## src/rtl/pokey_timer_ctrl_pkg.sv

```systemverilog
// rtl/pokey_timer_ctrl_pkg.sv - shared AUDCTL bit indices and channel FSM encodings
package pokey_timer_ctrl_pkg;

  localparam int AC_15K     = 0;
  localparam int AC_J34     = 3;
  localparam int AC_J12     = 4;
  localparam int AC_CH3FAST = 5;
  localparam int AC_CH1FAST = 6;

  localparam int NUM_CH = 4;
  localparam int RCNT_W = 3;

  typedef enum logic {
    ST_RUN    = 1'b0,
    ST_RELOAD = 1'b1
  } chan_state_e;

  // Count source for a channel that is not the high half of a joined pair.
  function automatic logic base_or_fast(input logic fast, input logic base_tick);
    return fast ? 1'b1 : base_tick;
  endfunction

endpackage

```

## src/rtl/pokey_timer_ctrl_if.sv

```systemverilog
// rtl/pokey_timer_ctrl_if.sv - timer-control signal bundle between prescaler/registers and the timers
interface pokey_timer_ctrl_if;

  logic       tick64k;
  logic       tick15k;
  logic [7:0] audctl;
  logic       stimer;
  logic [3:0] nBor;
  logic [3:0] ld;
  logic [3:0] cr;
  logic [3:0] evt;

  modport master (
    output tick64k, tick15k, audctl, stimer, nBor,
    input  ld, cr, evt
  );

  modport slave (
    input  tick64k, tick15k, audctl, stimer, nBor,
    output ld, cr, evt
  );

endinterface

```

## src/rtl/timer_chan_seq.sv

```systemverilog
// rtl/timer_chan_seq.sv - single-channel RUN/RELOAD sequencer with registered ld/cr/evt
module timer_chan_seq
  import pokey_timer_ctrl_pkg::*;
#(
  parameter int unsigned RELOAD_CYC = 1
) (
  input  logic clk_i,
  input  logic nrst_i,
  input  logic src_i,
  input  logic underflow_i,
  input  logic force_reload_i,
  input  logic joined_low_i,
  input  logic pair_reload_i,
  output logic ld_o,
  output logic cr_o,
  output logic evt_o,
  output logic run_o
);

  localparam logic [RCNT_W-1:0] CNT_INIT = RCNT_W'(RELOAD_CYC - 1);

  chan_state_e       state_q;
  logic [RCNT_W-1:0] cnt_q;
  logic              ld_q;
  logic              cr_q;
  logic              evt_q;
  logic              own_reload;

  // A joined low half wraps through zero on its own; only its partner reloads it.
  assign own_reload = underflow_i && !joined_low_i;

  always_ff @(posedge clk_i) begin
    if (!nrst_i) begin
      state_q <= ST_RUN;
      cnt_q   <= '0;
      ld_q    <= 1'b0;
      cr_q    <= 1'b0;
      evt_q   <= 1'b0;
    end else begin
      evt_q <= 1'b0;
      if (force_reload_i) begin
        state_q <= ST_RELOAD;
        cnt_q   <= CNT_INIT;
        ld_q    <= 1'b1;
        cr_q    <= 1'b0;
      end else begin
        case (state_q)
          ST_RUN: begin
            if (own_reload || pair_reload_i) begin
              state_q <= ST_RELOAD;
              cnt_q   <= CNT_INIT;
              ld_q    <= 1'b1;
              cr_q    <= 1'b0;
              evt_q   <= own_reload;
            end else begin
              cr_q <= src_i;
            end
          end
          ST_RELOAD: begin
            if (cnt_q == '0) begin
              state_q <= ST_RUN;
              ld_q    <= 1'b0;
              cr_q    <= src_i;
            end else begin
              cnt_q <= cnt_q - 1'b1;
            end
          end
          default: begin
            state_q <= ST_RUN;
            ld_q    <= 1'b0;
            cr_q    <= 1'b0;
          end
        endcase
      end
    end
  end

  assign ld_o  = ld_q;
  assign cr_o  = cr_q;
  assign evt_o = evt_q;
  assign run_o = (state_q == ST_RUN);

endmodule

```

## src/rtl/pokey_timer_ctrl.sv

```systemverilog
// rtl/pokey_timer_ctrl.sv - POKEY timer sequencing: clock select, pair joining, reload/event generation
module pokey_timer_ctrl
  import pokey_timer_ctrl_pkg::*;
#(
  parameter int unsigned RELOAD_CYC = 1
) (
  input  logic               clk,
  input  logic               nRst,
  pokey_timer_ctrl_if.slave  bus
);

  logic              base_tick;
  logic              join12;
  logic              join34;
  logic [NUM_CH-1:0] src;
  logic [NUM_CH-1:0] underflow;
  logic [NUM_CH-1:0] joined_low;
  logic [NUM_CH-1:0] pair_reload;
  logic [NUM_CH-1:0] run;
  logic [NUM_CH-1:0] ld_w;
  logic [NUM_CH-1:0] cr_w;
  logic [NUM_CH-1:0] evt_w;
  logic              unused_audctl;

  assign base_tick = bus.audctl[AC_15K] ? bus.tick15k : bus.tick64k;
  assign join12    = bus.audctl[AC_J12];
  assign join34    = bus.audctl[AC_J34];
  assign underflow = ~bus.nBor;

  // High half of a joined pair counts on the low half's underflow, seen only while the low half runs.
  assign src[0] = base_or_fast(bus.audctl[AC_CH1FAST], base_tick);
  assign src[1] = join12 ? (run[0] && underflow[0]) : base_tick;
  assign src[2] = base_or_fast(bus.audctl[AC_CH3FAST], base_tick);
  assign src[3] = join34 ? (run[2] && underflow[2]) : base_tick;

  assign joined_low  = {1'b0, join34, 1'b0, join12};
  assign pair_reload = {1'b0, join34 && run[3] && underflow[3],
                        1'b0, join12 && run[1] && underflow[1]};

  assign unused_audctl = ^{bus.audctl[7], bus.audctl[2:1]};

  for (genvar i = 0; i < NUM_CH; i++) begin : g_chan
    timer_chan_seq #(
      .RELOAD_CYC(RELOAD_CYC)
    ) u_seq (
      .clk_i         (clk),
      .nrst_i        (nRst),
      .src_i         (src[i]),
      .underflow_i   (underflow[i]),
      .force_reload_i(bus.stimer),
      .joined_low_i  (joined_low[i]),
      .pair_reload_i (pair_reload[i]),
      .ld_o          (ld_w[i]),
      .cr_o          (cr_w[i]),
      .evt_o         (evt_w[i]),
      .run_o         (run[i])
    );
  end

  assign bus.ld  = ld_w;
  assign bus.cr  = cr_w;
  assign bus.evt = evt_w;

endmodule

```

## src/flat_wrapper.sv

```systemverilog
// flat-port wrapper written by rule: the top's interface ports become plain ports
module pokey_timer_ctrl_flat import pokey_timer_ctrl_pkg::*;
#(
  parameter int unsigned RELOAD_CYC = 1
)
  (clk, nRst, bus_tick64k, bus_tick15k, bus_audctl, bus_stimer, bus_nBor, bus_ld, bus_cr, bus_evt);
  pokey_timer_ctrl_if bus_i ();
  input  logic clk;
  input  logic nRst;
  input wire logic [$bits(bus_i.tick64k)-1:0] bus_tick64k;
  input wire logic [$bits(bus_i.tick15k)-1:0] bus_tick15k;
  input wire logic [$bits(bus_i.audctl)-1:0] bus_audctl;
  input wire logic [$bits(bus_i.stimer)-1:0] bus_stimer;
  input wire logic [$bits(bus_i.nBor)-1:0] bus_nBor;
  output wire logic [$bits(bus_i.ld)-1:0] bus_ld;
  output wire logic [$bits(bus_i.cr)-1:0] bus_cr;
  output wire logic [$bits(bus_i.evt)-1:0] bus_evt;
  assign bus_i.tick64k = bus_tick64k;
  assign bus_i.tick15k = bus_tick15k;
  assign bus_i.audctl = bus_audctl;
  assign bus_i.stimer = bus_stimer;
  assign bus_i.nBor = bus_nBor;
  assign bus_ld = bus_i.ld;
  assign bus_cr = bus_i.cr;
  assign bus_evt = bus_i.evt;
  pokey_timer_ctrl #(.RELOAD_CYC(RELOAD_CYC)) u_core (.clk(clk), .nRst(nRst), .bus(bus_i));
endmodule
```

## config.mk

```make
export PLATFORM = sky130hd
export DESIGN_NAME = pokey_timer_ctrl_flat
export DESIGN_NICKNAME = d
export VERILOG_FILES = /design/src/rtl/pokey_timer_ctrl_pkg.sv /design/src/rtl/pokey_timer_ctrl_if.sv /design/src/rtl/timer_chan_seq.sv /design/src/rtl/pokey_timer_ctrl.sv /design/src/flat_wrapper.sv
export SDC_FILE = /design/constraint.sdc
export NUM_CORES = 1
export LEC_CHECK = 0
export ABC_AREA = 1
export CAP_MARGIN = 40
export CORE_MARGIN = 4
export CORE_UTILIZATION = 28
export CTS_BUF_LIST = sky130_fd_sc_hd__clkbuf_16
export DETAILED_ROUTE_END_ITERATION = 12
export GPL_ROUTABILITY_DRIVEN = 0
export GPL_TIMING_DRIVEN = 0
export PLACE_DENSITY = 0.55
export SYNTH_ARGS = -nofsm -noshare
export SYNTH_HDL_FRONTEND = slang
export SYNTH_HIERARCHICAL = 1
export SYNTH_SLANG_ARGS = --single-unit
```

## constraint.sdc

```tcl
create_clock -name clk -period 1.5 [get_ports clk]
set_input_delay 0.15 -clock clk [delete_from_list [all_inputs] [get_ports clk]]
set_output_delay 0.15 -clock clk [all_outputs]
set_load 0.02 [all_outputs]
```

---- Yosys cells after proc, flatten, opt, wreduce, memory -nomap -nowiden ----
Cells that the tools add are included.
operators by class
  $add $sub $neg .......................... 4
  equality and inequality tests ........... 20
  mux-type cells .......................... 61
  bitwise gates (word level) .............. 8
  reduce and logical (&&, ||, !) cells .... 29
operators by type and width
  operator                                          count
  two-way mux 1 bit                                 37
  two-way mux 3 bit                                 8
  != test 3 x 2 -> 1 bit, second input constant     8
  case mux 1 bit (2 select lines)                   12
  case mux 3 bit (2 select lines)                   4
  != test 2 x 1 -> 1 bit, second input constant     8
  AND reduction 2 bit                               8
  zero test 3 bit                                   4
  subtractor 3 x 1 -> 3 bit, second input constant  4
  logical AND 1 bit                                 8
  != test 2 bit, second input constant              4
  OR reduction 4 bit                                2
  inverter 1 bit                                    7
  OR reduction 3 bit                                2
  inverter 4 bit                                    1
  zero test 1 bit                                   2
  logical OR 1 bit                                  2
  OR reduction 2 bit                                1
word-level totals
  bits in registers ....................... 28
  bits of input ports ..................... 17
  output and inout port bits .............. 12
  logic and storage cells ................. 142

---- Logic depth before layout (Yosys ltp) ----
Gate-level depths: netlist of run 1.
  depth in word-level cells ............... 7
  gate-level depth with buffers ........... 9

---- By module ----
Netlist of run 1, hierarchy kept.
modules (own cells, without submodules)
  module            times used  cells each  area each (µm²)
  timer_chan_seq    4           44          339.1
  pokey_timer_ctrl  1           27          108.9

---- Worst setup path after synthesis of run 1 ----
Ideal clock, no wire load.
  path kind ............................... register to register
  start ................................... register u_core.g_chan[0].u_seq.cnt_q[0]
  end ..................................... register u_core.g_chan[0].u_seq.cnt_q[1]
  arrival ................................. 1035 ps
  data required time ...................... 1430 ps
  setup slack ............................. 395 ps
  cell stages (with the launch flop) ...... 7
  period minus slack after synthesis ...... 1105 ps
  cell sequence ........................... dfxtp_1 -> inv_1 -> ha_1 -> nand2_4 -> nand2_4 -> or2_0 -> a21oi_1
between the ends
  longest elaborated chain between the ends .. 3
  elaborated cells on any way between the ends .. 6
ends and longest elaborated chain
  element                                                                        RTL line                                    RTL
  start: declaration                                                             timer_chan_seq.sv:23                        logic [RCNT_W-1:0] cnt_q;
  start signal: assignment                                                       timer_chan_seq.sv:65                        cnt_q <= cnt_q - 1'b1;
  subtractor 3 x 1 -> 3 bit / zero test 3 bit (equally long branches)            timer_chan_seq.sv:65, timer_chan_seq.sv:60
  two-way mux 3 bit / != test 2 bit (equally long branches)                      n/a
  case mux 3 bit (2 select lines) / AND reduction 2 bit (equally long branches)  n/a
Parallel ways exist; a longest one is shown, timed or not. The select of a mux whose other input is x is not followed.
A chain may end at the register's enable or synchronous reset.

---- Worst setup path after layout of run 1 ----
  start ................................... register u_core.g_chan[3].u_seq.ld_q
  end ..................................... output port bus_ld[3]
RTL lines
  element                   RTL line              RTL
  start: declaration        timer_chan_seq.sv:24  logic ld_q;
  start signal: assignment  timer_chan_seq.sv:36  ld_q <= 1'b0;
  start signal: assignment  timer_chan_seq.sv:44  ld_q <= 1'b1;
  start signal: assignment  timer_chan_seq.sv:52  ld_q <= 1'b1;
  end: declaration          flat_wrapper.sv:15    output wire logic [$bits(bus_i.ld)-1:0] bus_ld;
No word-level cell between the ends.

==> run summary, run 1 <==
Status: complete, no violations
GRT overflow: 0
Die Y: 80.3 um
FF+latch area: 561 um^2
Synth unique cells: 17
First-pass GRT wire length: 4670 um
Highest-count cells in the layout ignoring fill and taps: inv_1, nand2_1, dfxtp_1
CTS clk-pin slew, worst paths: 70 ps
Layout area overhead: 28.9%
Hold wc startpoint: u_core/g_chan[0].u_seq/cr_o
Yosys synthesis warning count: 6
Mapped Cells: 203
Max-capacitance violation count: 0
Vias in the first global route: 1,085
Drt pass-1 iters: 4
Initial antenna violation count: 0
Nets: 261
Crit Reg-Reg Endpoint: u_core/g_chan[0].u_seq/cnt_q[1]
Max Freq: 0.737 GHz
I/O pin cnt: 29
Synth top area share: 0.383
Hold Crit Class: flop to flop
Crit path max fanout: 2
Row cnt: 26
Filler Cells Inserted: 561
Worst path cell trace: clkdlybuf4s50_1
Largest delay share family, worst path: buffers and inverters
Critical path class: flop to primary output
Core area: 0.00507 mm^2
Total power: 1.60 mW
Die area: 0.00645 mm^2
CTS Root Cell: clkbuf_16
Multi-input gate area: 709 um^2
RSZ-0062 raised after global routing: no
CTS Buf Count: 3
Avg Inst Size Synth: 7.22 um^2
Post-CTS Setup Inserts: 0
Antenna Violating Nets Remaining: 0
CTS-repair resized insts: 0
Slowest cell on crit path: clkdlybuf4s50_1
WP buf/inv: 1
Share of cells above drive strength 1: 0.103
WHS Endpoint: u_core/g_chan[0].u_seq/cr_o
Port-buffer cells: 25
Min cycle time layout: 1360 ps
Worst EP required: 1350 ps
Total track usage: 0.0912
DRC viols: 0
Hold Violations, Final: 0
Tcrit/Tclk final: 0.905
Setup tns final: 0 ps
Crit. End Element: primary output
Synthesized area: 0.00147 mm^2
Clock Sinks: 28
Critical Path Start: u_core/g_chan[3].u_seq/ld_o
Hold path cells: 2
H-tree levels: 1
Total Wirelength: 2760 um
Synthesized flop and latch total: 28
Endpoints failing setup: 0
Largest net degree at the start of global routing: 15
Leak pwr: 0.912 nW
Antenna cell count: 0
Max incr delay on CP: 610 ps
Die width: 80.3 um
DR WL/cell: 9.08 um
Most common cell after layout, fill and taps aside: inv_1
R2R cell count: 6
Post-cts hold buffer count: 0
Power per cell area: 849 mW/mm^2
CTS tree: yes
Seq/Total Area, Yosys: 0.383
Final clock skew: 1.41 ps
Initial Util: 0.289
Area contributors post-synth: dfxtp_1, inv_1, nand2_1
CP startpoint kind: flop
CP arrival: 1210 ps
DR iter-0 viols: 59
Worst reg-to-reg setup slack: 300 ps
Peak supply drop: 0.344 mV
Via density: 4.01
Yosys top cell by area: dfxtp_1
Post-detail-place hpwl: 2180 um
Final Slew Violations: 0
Worst R2R Start: u_core/g_chan[0].u_seq/cnt_q[0]
Via count: 1,219
Clk_lat worst skew: 260 ps
Maximum clock insertion buffer count: 2
==> sequential cells by signal, summed over array words and instances, names as in the netlist <==
signal and flops:
u_core/g_chan.u_seq/state_q 4, u_core/g_chan.u_seq/ld_o 4, u_core/g_chan.u_seq/cnt_q 12, u_core/g_chan.u_seq/evt_o 4, u_core/g_chan.u_seq/cr_o 4
==> worst max path at each step <==
stage	endpoint	slack [ps]	cells after the start
after floorplan	u_core/g_chan[0].u_seq/cnt_q[1]	400	6
after global placement	u_core/g_chan[0].u_seq/evt_o	60	5
after detailed placement	u_core/g_chan[0].u_seq/evt_o	80	5
after CTS	bus_ld[3]	120	1
after global routing	bus_cr[0]	100	1
final	bus_ld[3]	140	1
==> worst min-delay path: cells and delay by family (launching register included) <==
family	cells	cell delay [ps]
AND/OR/NAND/NOR	1	60
AO/OA/AOI/OAI	1	50
flip-flops	1	310
==> power breakdown <==
group / total (mW) / internal, mW / switching (mW)
Sequential: 0.787 / 0.769 / 0.0186
Combinational: 0.214 / 0.0965 / 0.118
Clock: 0.603 / 0.354 / 0.249
Total: 1.60 / 1.22 / 0.385
==> cells in the mapped netlist, drive strengths merged <==
master  number
nand2       45
nor3         4
or2          4
nand3b       4
inv         55
conb         1
nand3       16
dfxtp       28
o21ai       12
xor2         4
ha           8
nor2         6
a21oi       16
==> layer usage <==
layer / GRT usage / part of all wire / up-vias
li1: - / - / 674
met1: 0.118 / 0.50 / 527
met2: 0.142 / 0.45 / 13
met3: 0.0202 / 0.038 / 5
met4: 0.0456 / 0.019 / 0
met5: 0 / 0 / -
==> area by class of cell <==
cell class / instances / share of cell area
clock buffers: 3 / 0.0397
well taps: 70 / 0.0464
flip-flops and latches: 28 / 0.297
multi-input cells: 123 / 0.375
repair buffers: 25 / 0.132
inverters: 55 / 0.109
==> cells by family (layout without fill, tap and decap cells) <==
group	count (synthesis)	count (layout)	share of synthesized area
AO/OA/AOI/OAI	28	28	0.0956
XOR/XNOR	4	4	0.0239
adder cells (fa/ha/maj)	8	8	0.0683
buffers and inverters	55	83	0.141
flip-flops	28	28	0.383
other	1	4	0.00256
AND/OR/NAND/NOR	79	79	0.286
==> per-stage QoR <==
step | hold slack [ps] | instances | util | setup slack [ps] | instance area (um^2)
2_1_floorplan | 248 | 206 | - | 395 | 1480
3_3_place_gp | 443 | 301 | 0.357 | 60.3 | 1810
3_5_place_dp | 451 | 301 | 0.357 | 78.0 | 1810
4_1_cts | 462 | 304 | 0.372 | 122 | 1890
5_1_grt | 476 | 304 | 0.372 | 95.9 | 1890
6_report | 465 | 304 | 0.372 | 143 | 1890
(Power assumes the default switching activity.)
==> inputs of run 2 (changes only) <==
- PLACE_DENSITY: 0.55 -> default
==> run 2 against run 1 <==
Against the previous run:
- critical path depth unchanged
- first-iteration DRC count decreased by 17%
- clock-buffer cell count stayed put
- combinational power hardly changed
- worst setup slack improved by 5.2 ps
- non-clock buffer count unchanged
- flip-flop and latch count unchanged
- critical path type unchanged
- critical endpoint is now bus_ld[0]
- largest cell class unchanged
- largest power group unchanged
==> run summary, run 2 (synthesis results as in run 1) <==
Worst path cell trace: clkdlybuf4s50_1
CTS clk-pin slew, worst paths: 70 ps (about the same)
Die Y: 80.3 um (unchanged)
Most common cell after layout, fill and taps aside: inv_1
Hold path cells: 1 (-1)
Largest net degree at the start of global routing: 16 (+1)
Vias in the first global route: 1,132 (+4.3%)
Min cycle time layout: 1350 ps (-5.18 ps)
Peak supply drop: 0.598 mV (+73%)
RSZ-0062 raised after global routing: no
DR WL/cell: 8.85 um (-2.5%)
Max-capacitance violation count: 0 (unchanged)
Highest-count cells in the layout ignoring fill and taps: inv_1, nand2_1, dfxtp_1
Hold Violations, Final: 0 (unchanged)
Max incr delay on CP: 610 ps (about the same)
Antenna cell count: 0 (unchanged)
Via count: 1,241 (+1.8%)
WP buf/inv: 1 (unchanged)
Pre-CTS setup slack: 77.8 ps (-0.258 ps)
CP arrival: 1200 ps (about the same)
Hold wc startpoint: u_core/g_chan[1].u_seq/cnt_q[0]
DR iter-0 viols: 49 (-17%)
Net switching power of the design: 0.370 mW (-3.8%)
Die width: 80.3 um (unchanged)
Largest delay share family, worst path: buffers and inverters
Most flop-heavy register: u_core/g_chan.u_seq/cnt_q
Placed cells: 301 (unchanged)
Crit path max fanout: 2 (unchanged)
Status: complete, no violations
Internal Power: 1.22 mW (+0.22%)
Slowest cell on crit path: clkdlybuf4s50_1
Fin cells: 305 (+0.33%)
Sw frac: 0.233 (-0.00733)
WHS Endpoint: u_core/g_chan[1].u_seq/cnt_q[0]
Setup tns final: 0 ps (unchanged)
Crit Reg-Reg Endpoint: u_core/g_chan[2].u_seq/cnt_q[1]
Tcrit/Tclk final: 0.901 (-0.00345)
First-pass GRT wire length: 4600 um (-1.6%)
Nets: 261 (unchanged)
Core area: 0.00507 mm^2 (unchanged)
Final clock skew: 3.57 ps (+2.16 ps)
Worst reg-to-reg setup slack: 300 ps (about the same)
Total track usage: 0.0868 (-0.00438)
Worst R2R Start: u_core/g_chan[2].u_seq/cnt_q[0]
Worst EP required: 1350 ps (about the same)
Port-buffer cells: 25 (unchanged)
CP startpoint kind: flop
Post-detail-place hpwl: 2180 um (-0.14%)
Sequential share of power: 0.495 (+0.004)
Total power: 1.59 mW (-0.74%)
Total Wirelength: 2700 um (-2.2%)
Crit. End Element: primary output
PnR worst setup slack: 148 ps (+5.18 ps)
FF+latch area: 561 um^2 (unchanged)
Clk_lat worst skew: 250 ps (about the same)
Critical path class: flop to primary output
Antenna Violating Nets Remaining: 0 (unchanged)
Drt pass-1 iters: 4 (unchanged)
Clk pwr share: 0.371 (-0.005)
CTS tree: yes
Multi-input gate area: 709 um^2 (unchanged)
Via density: 4.07 (+1.5%)
CTS-repair resized insts: 0 (unchanged)
Initial Util: 0.289 (unchanged)
Clock Sinks: 28 (unchanged)
Post-cts hold buffer count: 0 (unchanged)
R2R cell count: 6 (unchanged)
H-tree levels: 1 (unchanged)
GRT overflow: 0 (unchanged)
Leak pwr: 0.914 nW (+0.17%)
Endpoints failing setup: 0 (unchanged)
Final Slew Violations: 0 (unchanged)
Post-CTS Setup Inserts: 0 (unchanged)
Hold Crit Class: flop to flop
Comb pwr share: 0.135 (about the same)
DRC viols: 0 (unchanged)
Maximum clock insertion buffer count: 2 (unchanged)
CTS Root Cell: clkbuf_16
Filler Cells Inserted: 558 (-0.53%)
CTS Buf Count: 3 (unchanged)
I/O pin cnt: 29 (unchanged)
Power per cell area: 841 mW/mm^2 (-0.94%)
Die area: 0.00645 mm^2 (unchanged)
Share of cells above drive strength 1: 0.102 (-0.000436)
Layout area overhead: 29.2%
Max Freq: 0.740 GHz (+0.38%)
Row cnt: 26 (unchanged)
Initial antenna violation count: 0 (unchanged)
Max reg flops: 12 (unchanged)
## run 2: stage by stage
stage | hold slack (ps) | instance area [um^2] | util
after floorplan | 248 | 1480 | -
after global placement | 445 | 1810 | 0.357
after detailed placement | 447 | 1810 | 0.357
after CTS | 455 | 1890 | 0.373
after global routing | 472 | 1890 | 0.373
final | 453 | 1890 | 0.373
## run 2: how the worst max path moves through the flow
stage,startpoint,cells after the start,endpoint,slack (ps)
finish,u_core/g_chan[0].u_seq/ld_o,1,bus_ld[0],150
global route,u_core/g_chan[0].u_seq/ld_o,1,bus_ld[0],80
CTS,u_core/g_chan[1].u_seq/ld_o,1,bus_ld[1],140
detailed placement,nRst,5,u_core/g_chan[0].u_seq/evt_o,80
global placement,nRst,5,u_core/g_chan[3].u_seq/evt_o,80
floorplan,u_core/g_chan[0].u_seq/cnt_q[0],6,u_core/g_chan[0].u_seq/cnt_q[1],400
## run 2: power groups by stage
stage          Combinational (mW)  Sequential [mW]  Clock [mW]
2_1_floorplan              0.0966            0.823           0
3_3_place_gp                0.216            0.805           0
3_5_place_dp                0.217            0.805           0
4_1_cts                     0.218            0.788       0.617
5_1_grt                     0.243            0.790       0.655
6_report                    0.215            0.787       0.590
## run 2: area by class of cell
| type | instances | share of cell area |
|---|---|---|
| Inverter | 55 | 0.109 |
| Clock inverter | 1 | 0.00198 |
| Multi-Input combinational cell | 123 | 0.375 |
| Clock buffer | 3 | 0.0397 |
| Timing Repair Buffer | 25 | 0.132 |
| Sequential cell | 28 | 0.296 |
| Tap cell | 70 | 0.0463 |
## run 2: routing by layer
layer | track usage | part of all wire | vias up
met5 | 0 | 0 | -
met4 | 0.0152 | 0.0052 | 0
met3 | 0.0213 | 0.032 | 2
met2 | 0.154 | 0.48 | 12
met1 | 0.107 | 0.48 | 554
li1 | - | - | 673
